===== src/rtl/id_ex_stage_reg_if.sv =====
// id_ex_stage_reg_if: decode-side inputs and execute-side outputs of the ID/EX pipeline register
interface id_ex_stage_reg_if;
  logic        flush_e;
  logic        reg_write_d, mem_to_reg_d, mem_write_d, alu_src_d, reg_dst_d;
  logic [2:0]  alu_control_d;
  logic [31:0] rd1_d, rd2_d, sign_imm_d;
  logic [4:0]  rs_d, rt_d, rd_d;
  logic        reg_write_e, mem_to_reg_e, mem_write_e, alu_src_e, reg_dst_e;
  logic [2:0]  alu_control_e;
  logic [31:0] rd1_e, rd2_e, sign_imm_e;
  logic [4:0]  rs_e, rt_e, rd_e;
  logic        mc_stall_d, alu_start_e;
  modport master (
    output flush_e, reg_write_d, mem_to_reg_d, mem_write_d, alu_src_d, reg_dst_d,
           alu_control_d, rd1_d, rd2_d, sign_imm_d, rs_d, rt_d, rd_d,
    input  reg_write_e, mem_to_reg_e, mem_write_e, alu_src_e, reg_dst_e,
           alu_control_e, rd1_e, rd2_e, sign_imm_e, rs_e, rt_e, rd_e, mc_stall_d, alu_start_e
  );
  modport slave (
    input  flush_e, reg_write_d, mem_to_reg_d, mem_write_d, alu_src_d, reg_dst_d,
           alu_control_d, rd1_d, rd2_d, sign_imm_d, rs_d, rt_d, rd_d,
    output reg_write_e, mem_to_reg_e, mem_write_e, alu_src_e, reg_dst_e,
           alu_control_e, rd1_e, rd2_e, sign_imm_e, rs_e, rt_e, rd_e, mc_stall_d, alu_start_e
  );
endinterface


===== src/rtl/id_ex_stage_reg.sv =====
// id_ex_stage_reg: decode->execute pipeline register; holds ANN/WGHT ops in E for a set cycle count
module id_ex_stage_reg #(
  parameter int ANN_CYCLES  = 4,
  parameter int WGHT_CYCLES = 3
) (
  input logic clk,
  input logic reset,
  id_ex_stage_reg_if.slave bus
);
  localparam logic [2:0] ALU_ANN  = 3'b100;
  localparam logic [2:0] ALU_WGHT = 3'b101;
  typedef enum logic {S_IDLE, S_BUSY} state_t;
  state_t       w_state;
  logic [4:0]   r_cnt, w_cnt_nxt;
  logic         r_start, w_start_nxt;
  logic [118:0] r_e, w_e_nxt, w_d;
  logic         w_ann, w_wght;
  assign w_d = {bus.reg_write_d, bus.mem_to_reg_d, bus.mem_write_d, bus.alu_src_d, bus.reg_dst_d,
                bus.alu_control_d, bus.rd1_d, bus.rd2_d, bus.sign_imm_d, bus.rs_d, bus.rt_d, bus.rd_d};
  assign w_ann   = bus.alu_control_d == ALU_ANN;
  assign w_wght  = bus.alu_control_d == ALU_WGHT;
  assign w_state = (r_cnt != 5'd0) ? S_BUSY : S_IDLE;
  // BUSY ignores flush: D is stalled, so the hazard unit re-evaluates after release
  always_comb begin
    w_e_nxt     = r_e;
    w_cnt_nxt   = r_cnt - 5'd1;
    w_start_nxt = 1'b0;
    if (w_state == S_IDLE) begin
      w_e_nxt     = bus.flush_e ? '0 : w_d;
      w_cnt_nxt   = bus.flush_e ? 5'd0 : w_ann ? 5'(ANN_CYCLES - 1) : w_wght ? 5'(WGHT_CYCLES - 1) : 5'd0;
      w_start_nxt = !bus.flush_e && (w_ann || w_wght);
    end
  end
  always_ff @(posedge clk or posedge reset) begin
    if (reset) begin
      r_e     <= '0;
      r_cnt   <= 5'd0;
      r_start <= 1'b0;
    end else begin
      r_e     <= w_e_nxt;
      r_cnt   <= w_cnt_nxt;
      r_start <= w_start_nxt;
    end
  end
  assign {bus.reg_write_e, bus.mem_to_reg_e, bus.mem_write_e, bus.alu_src_e, bus.reg_dst_e,
          bus.alu_control_e, bus.rd1_e, bus.rd2_e, bus.sign_imm_e, bus.rs_e, bus.rt_e, bus.rd_e} = r_e;
  assign bus.mc_stall_d  = w_state == S_BUSY;
  assign bus.alu_start_e = r_start;
endmodule


===== src/flat_wrapper.sv =====
// flat-port wrapper written by rule: the top's interface ports become plain ports
module id_ex_stage_reg_flat 
#(
  parameter int ANN_CYCLES  = 4,
  parameter int WGHT_CYCLES = 3
)
  (clk, reset, bus_flush_e, bus_reg_write_d, bus_mem_to_reg_d, bus_mem_write_d, bus_alu_src_d, bus_reg_dst_d, bus_alu_control_d, bus_rd1_d, bus_rd2_d, bus_sign_imm_d, bus_rs_d, bus_rt_d, bus_rd_d, bus_reg_write_e, bus_mem_to_reg_e, bus_mem_write_e, bus_alu_src_e, bus_reg_dst_e, bus_alu_control_e, bus_rd1_e, bus_rd2_e, bus_sign_imm_e, bus_rs_e, bus_rt_e, bus_rd_e, bus_mc_stall_d, bus_alu_start_e);
  id_ex_stage_reg_if bus_i ();
  input logic clk;
  input logic reset;
  input wire logic [$bits(bus_i.flush_e)-1:0] bus_flush_e;
  input wire logic [$bits(bus_i.reg_write_d)-1:0] bus_reg_write_d;
  input wire logic [$bits(bus_i.mem_to_reg_d)-1:0] bus_mem_to_reg_d;
  input wire logic [$bits(bus_i.mem_write_d)-1:0] bus_mem_write_d;
  input wire logic [$bits(bus_i.alu_src_d)-1:0] bus_alu_src_d;
  input wire logic [$bits(bus_i.reg_dst_d)-1:0] bus_reg_dst_d;
  input wire logic [$bits(bus_i.alu_control_d)-1:0] bus_alu_control_d;
  input wire logic [$bits(bus_i.rd1_d)-1:0] bus_rd1_d;
  input wire logic [$bits(bus_i.rd2_d)-1:0] bus_rd2_d;
  input wire logic [$bits(bus_i.sign_imm_d)-1:0] bus_sign_imm_d;
  input wire logic [$bits(bus_i.rs_d)-1:0] bus_rs_d;
  input wire logic [$bits(bus_i.rt_d)-1:0] bus_rt_d;
  input wire logic [$bits(bus_i.rd_d)-1:0] bus_rd_d;
  output wire logic [$bits(bus_i.reg_write_e)-1:0] bus_reg_write_e;
  output wire logic [$bits(bus_i.mem_to_reg_e)-1:0] bus_mem_to_reg_e;
  output wire logic [$bits(bus_i.mem_write_e)-1:0] bus_mem_write_e;
  output wire logic [$bits(bus_i.alu_src_e)-1:0] bus_alu_src_e;
  output wire logic [$bits(bus_i.reg_dst_e)-1:0] bus_reg_dst_e;
  output wire logic [$bits(bus_i.alu_control_e)-1:0] bus_alu_control_e;
  output wire logic [$bits(bus_i.rd1_e)-1:0] bus_rd1_e;
  output wire logic [$bits(bus_i.rd2_e)-1:0] bus_rd2_e;
  output wire logic [$bits(bus_i.sign_imm_e)-1:0] bus_sign_imm_e;
  output wire logic [$bits(bus_i.rs_e)-1:0] bus_rs_e;
  output wire logic [$bits(bus_i.rt_e)-1:0] bus_rt_e;
  output wire logic [$bits(bus_i.rd_e)-1:0] bus_rd_e;
  output wire logic [$bits(bus_i.mc_stall_d)-1:0] bus_mc_stall_d;
  output wire logic [$bits(bus_i.alu_start_e)-1:0] bus_alu_start_e;
  assign bus_i.flush_e = bus_flush_e;
  assign bus_i.reg_write_d = bus_reg_write_d;
  assign bus_i.mem_to_reg_d = bus_mem_to_reg_d;
  assign bus_i.mem_write_d = bus_mem_write_d;
  assign bus_i.alu_src_d = bus_alu_src_d;
  assign bus_i.reg_dst_d = bus_reg_dst_d;
  assign bus_i.alu_control_d = bus_alu_control_d;
  assign bus_i.rd1_d = bus_rd1_d;
  assign bus_i.rd2_d = bus_rd2_d;
  assign bus_i.sign_imm_d = bus_sign_imm_d;
  assign bus_i.rs_d = bus_rs_d;
  assign bus_i.rt_d = bus_rt_d;
  assign bus_i.rd_d = bus_rd_d;
  assign bus_reg_write_e = bus_i.reg_write_e;
  assign bus_mem_to_reg_e = bus_i.mem_to_reg_e;
  assign bus_mem_write_e = bus_i.mem_write_e;
  assign bus_alu_src_e = bus_i.alu_src_e;
  assign bus_reg_dst_e = bus_i.reg_dst_e;
  assign bus_alu_control_e = bus_i.alu_control_e;
  assign bus_rd1_e = bus_i.rd1_e;
  assign bus_rd2_e = bus_i.rd2_e;
  assign bus_sign_imm_e = bus_i.sign_imm_e;
  assign bus_rs_e = bus_i.rs_e;
  assign bus_rt_e = bus_i.rt_e;
  assign bus_rd_e = bus_i.rd_e;
  assign bus_mc_stall_d = bus_i.mc_stall_d;
  assign bus_alu_start_e = bus_i.alu_start_e;
  id_ex_stage_reg #(.ANN_CYCLES(ANN_CYCLES), .WGHT_CYCLES(WGHT_CYCLES)) u_core (.clk(clk), .reset(reset), .bus(bus_i));
endmodule

===== config.mk =====
export PLATFORM = sky130hd
export DESIGN_NAME = id_ex_stage_reg_flat
export DESIGN_NICKNAME = d
export VERILOG_FILES = /design/src/rtl/id_ex_stage_reg_if.sv /design/src/rtl/id_ex_stage_reg.sv /design/src/flat_wrapper.sv
export SDC_FILE = /design/constraint.sdc
export NUM_CORES = 1
export LEC_CHECK = 0
export ABC_CLOCK_PERIOD_IN_PS = 7100
export BUFFER_PORTS_ARGS = -buffer_cell sky130_fd_sc_hd__clkbuf_2
export CAP_MARGIN = 20
export CORE_UTILIZATION = 51
export CTS_CLUSTER_DIAMETER = 60
export CTS_CLUSTER_SIZE = 20
export DETAILED_ROUTE_END_ITERATION = 12
export PLACE_DENSITY_LB_ADDON = 0.2
export RECOVER_POWER = 25
export SETUP_SLACK_MARGIN = 0.4
export SYNTH_ARGS = -nofsm -noshare
export SYNTH_HDL_FRONTEND = slang
export SYNTH_SLANG_ARGS = --single-unit

===== constraint.sdc =====
create_clock -name clk -period 7.1 [get_ports clk]
set_input_delay 1.065 -clock clk [delete_from_list [all_inputs] [get_ports clk]]
set_output_delay 1.065 -clock clk [all_outputs]
set_load 0.01 [all_outputs]

==> flow_summary.ini <==
[setup_path]
start_kind = flip-flop
end_kind = flip-flop
path_cells = inv_1, ha_1, nor4b_1, clkbuf_1, buf_4, mux2_2
r2r_cells = 6
path_buf_inv = 3
crit_path_max_incr_delay_ns = 1.69
slowest_stage = clkbuf_1
required_ns = 7.48
cp_max_fo = 80
rrSetupSlack_ns = 2.57
crit_path_start = u_core.r_cnt[0]
r2r-start = u_core.r_cnt[0]
cp_top_family = buffers and inverters
worst_ep_arrival_time_ns = 4.91
crit_type = flip-flop to flip-flop
reg2reg_to = u_core.r_e[112]

[sta]
max_freq_ghz = 0.221
tns_ns = 0
finalCritPeriodShare_pct = 63.8
setup_viol = 0
fin_skew_ns = 0.00990
hold-worst-slack_ns = 0.483
tightestPinTransition_ns = 2.68
maxSlewHeadroom_pct = -78.9
hold_violations = 0
rsz0062_at_grt = no
finalMaxSlewViolations = 162
min_period_ns = 4.53

[global_routing]
grt_overflow_total = 0
antenna_found_initial = 0
grt_max_degree = 81
grt_use_total_pct = 22.5
grt_pass1_wl_mm = 19.4
grt_pass1_vias = 4087

[yosys]
synthCells = 407
synth_cell_types = 19
syn_nets = 530
avgSynthCellArea_sq_um = 13.5
ys_ff_latch = 125
seq_area_frac_synth_pct = 57.1
synth_area_sq_um = 5480
yosysWarnings = 0

[place]
io_buffers = 242
dp_hpwl_mm = 8.49
placed_area_sq_um = 6770
gp_congestion = 0.791
dp.cells = 763

[die]
start_util_pct = 52.8
num_rows = 37
design.core.area_sq_um = 10400
die_area_sq_um = 11200
die_y_microns = 106
top_level_ports = 243
die_w_microns = 106

[hold_path]
hold-path-cell-count = 1
worst_hold_startpoint = u_core.r_e[102]
min_path_type = flip-flop to flip-flop
min_to = u_core.r_e[102]

[detailed_routing]
drc = 0
vias_per_cell = 4.91
num_vias = 3894
detail-route-antenna-nets = 0
routed_wl_mm = 12.0
drtIter0Drc = 229
wire_per_inst_microns = 15.1
first_pass_iters = 4

[pwr]
total_power_mw = 3.02
vdd_drop_max_uv = 209
total_leakage_power_nw = 3.76
p_per_area_nw_per_um2 = 413

[final_layout]
nFillCells = 780
syn_to_final_growth_pct = 33.5
drive_gt1_share_pct = 50.1
final_cells = 793
num-nets-final = 769
final_area_sq_um = 7320
n_antenna_cell = 0

[clock_network]
path_clk_slew_ns = 0.06
cts-root-buf = clkbuf_8
cts_buffers = 17
post_cts_buffers = 0
cts.sinks = 125
cts_buffer_depth = 2
hold_buffers = 0
htree_levels = 4
ctsResizeCount = 0
clock_latency_ns = 0.50
cts_tree = yes

[run]
cap_violations = 3

[status]
status = finished, violations left
violations = max-capacitance violations, max-slew violations
## synthesized netlist by cell type
cell / instances / area, sq um
nor2_1: 3 / 11.3
nor4b_4: 1 / 23.8
a21boi_0: 1 / 7.51
o31ai_1: 1 / 7.51
or4_1: 1 / 7.51
a21oi_1: 1 / 5.00
buf_4: 6 / 45.0
xnor2_1: 1 / 8.76
mux2_1: 45 / 507
clkbuf_1: 13 / 48.8
nor2b_1: 119 / 744
inv_1: 4 / 15.0
mux2_2: 74 / 833
dfrtp_1: 125 / 3130
buf_2: 7 / 35.0
mux2i_1: 2 / 20.0
or3b_2: 1 / 8.76
ha_1: 1 / 12.5
or4b_2: 1 / 10.0
## cell families (layout without fill, tap and decap cells)
| logic type | after synthesis | in the layout | synth area share (%) |
|---|---|---|---|
| AO/OA/AOI/OAI | 3 | 3 | 0.365 |
| buffers and inverters | 30 | 280 | 2.63 |
| AND/OR/NAND/NOR | 126 | 126 | 14.7 |
| multiplexers | 121 | 121 | 24.8 |
| XOR/XNOR | 1 | 1 | 0.160 |
| flip-flops | 125 | 125 | 57.1 |
| adder cells (fa/ha/maj) | 1 | 1 | 0.228 |
## worst register-to-register path, delay by kind of cell (launching register included)
kind | cells | cell delay (ns)
muxes | 1 | 0.49
DFF | 1 | 0.40
and+or+nand+nor | 1 | 0.57
adders and majority gates | 1 | 0.19
buffers and inverters | 3 | 2.77
## cell usage in the layout, fill, tap and decap left out, drive strengths merged
master    instances
clkbuf          267
dfrtp           125
nor2b           119
mux2            119
inv               3
nor2              3
bufinv            3
buf               3
mux2i             2
clkinv            2
clkinvlp          2
nor4b             1
o31ai             1
or4               1
a21oi             1
xnor2             1
or3b              1
or4b              1
a21boi            1
ha                1
## how the worst max path moves through the flow
stage | cells past startpoint | endpoint | slack, ns
floorplan | 1 | u_core.bus.alu_start_e | 2.71
global placement | 6 | u_core.r_e[12] | 4.26
detailed placement | 6 | u_core.r_e[6] | 4.18
CTS | 6 | u_core.r_e[112] | 4.17
global route | 6 | u_core.r_e[6] | 2.17
finish | 6 | u_core.r_e[112] | 2.57
## per-layer routing
layer | up-vias | part of all wire, % | track usage, %
met4 | 0 | 1.8 | 8.53
met5 | - | 0 | 0
li1 | 1826 | - | -
met1 | 1892 | 39 | 25.8
met3 | 18 | 7.5 | 7.73
met2 | 158 | 52 | 38.6
## registers in the layout, summed over array words and instances, names as in the netlist
register,cells
u_core.bus.alu_start_e,1
u_core.r_cnt,5
u_core.r_e,119
## layout make-up
class / instances / area [sq um] / share of cell area [%]
multi-input combinational: 252 / 2190 / 30.0
tap: 136 / 170 / 2.33
timing repair buffer: 246 / 1210 / 16.6
inverter: 4 / 16.3 / 0.222
clock buffer: 24 / 490 / 6.70
sequential: 125 / 3130 / 42.8
clock inverter: 6 / 108 / 1.47
## through the flow
| stage | setup slack, ns | utilization, % |
|---|---|---|
| 2_1_floorplan | 2.71 | - |
| 3_3_place_gp | 4.26 | 65.3 |
| 3_5_place_dp | 4.18 | 65.3 |
| 4_1_cts | 4.17 | 71.0 |
| 5_1_grt | 2.17 | 70.5 |
| 6_report | 2.57 | 70.5 |
## power by group
group	switching [mW]	internal [mW]	leakage, nW
clock	0.293	0.577	0.293
sequential	0.145	0.995	1.61
combinational	0.492	0.516	1.86
total	0.930	2.09	3.76
Note: power is estimated with default switching activity, not from simulation.
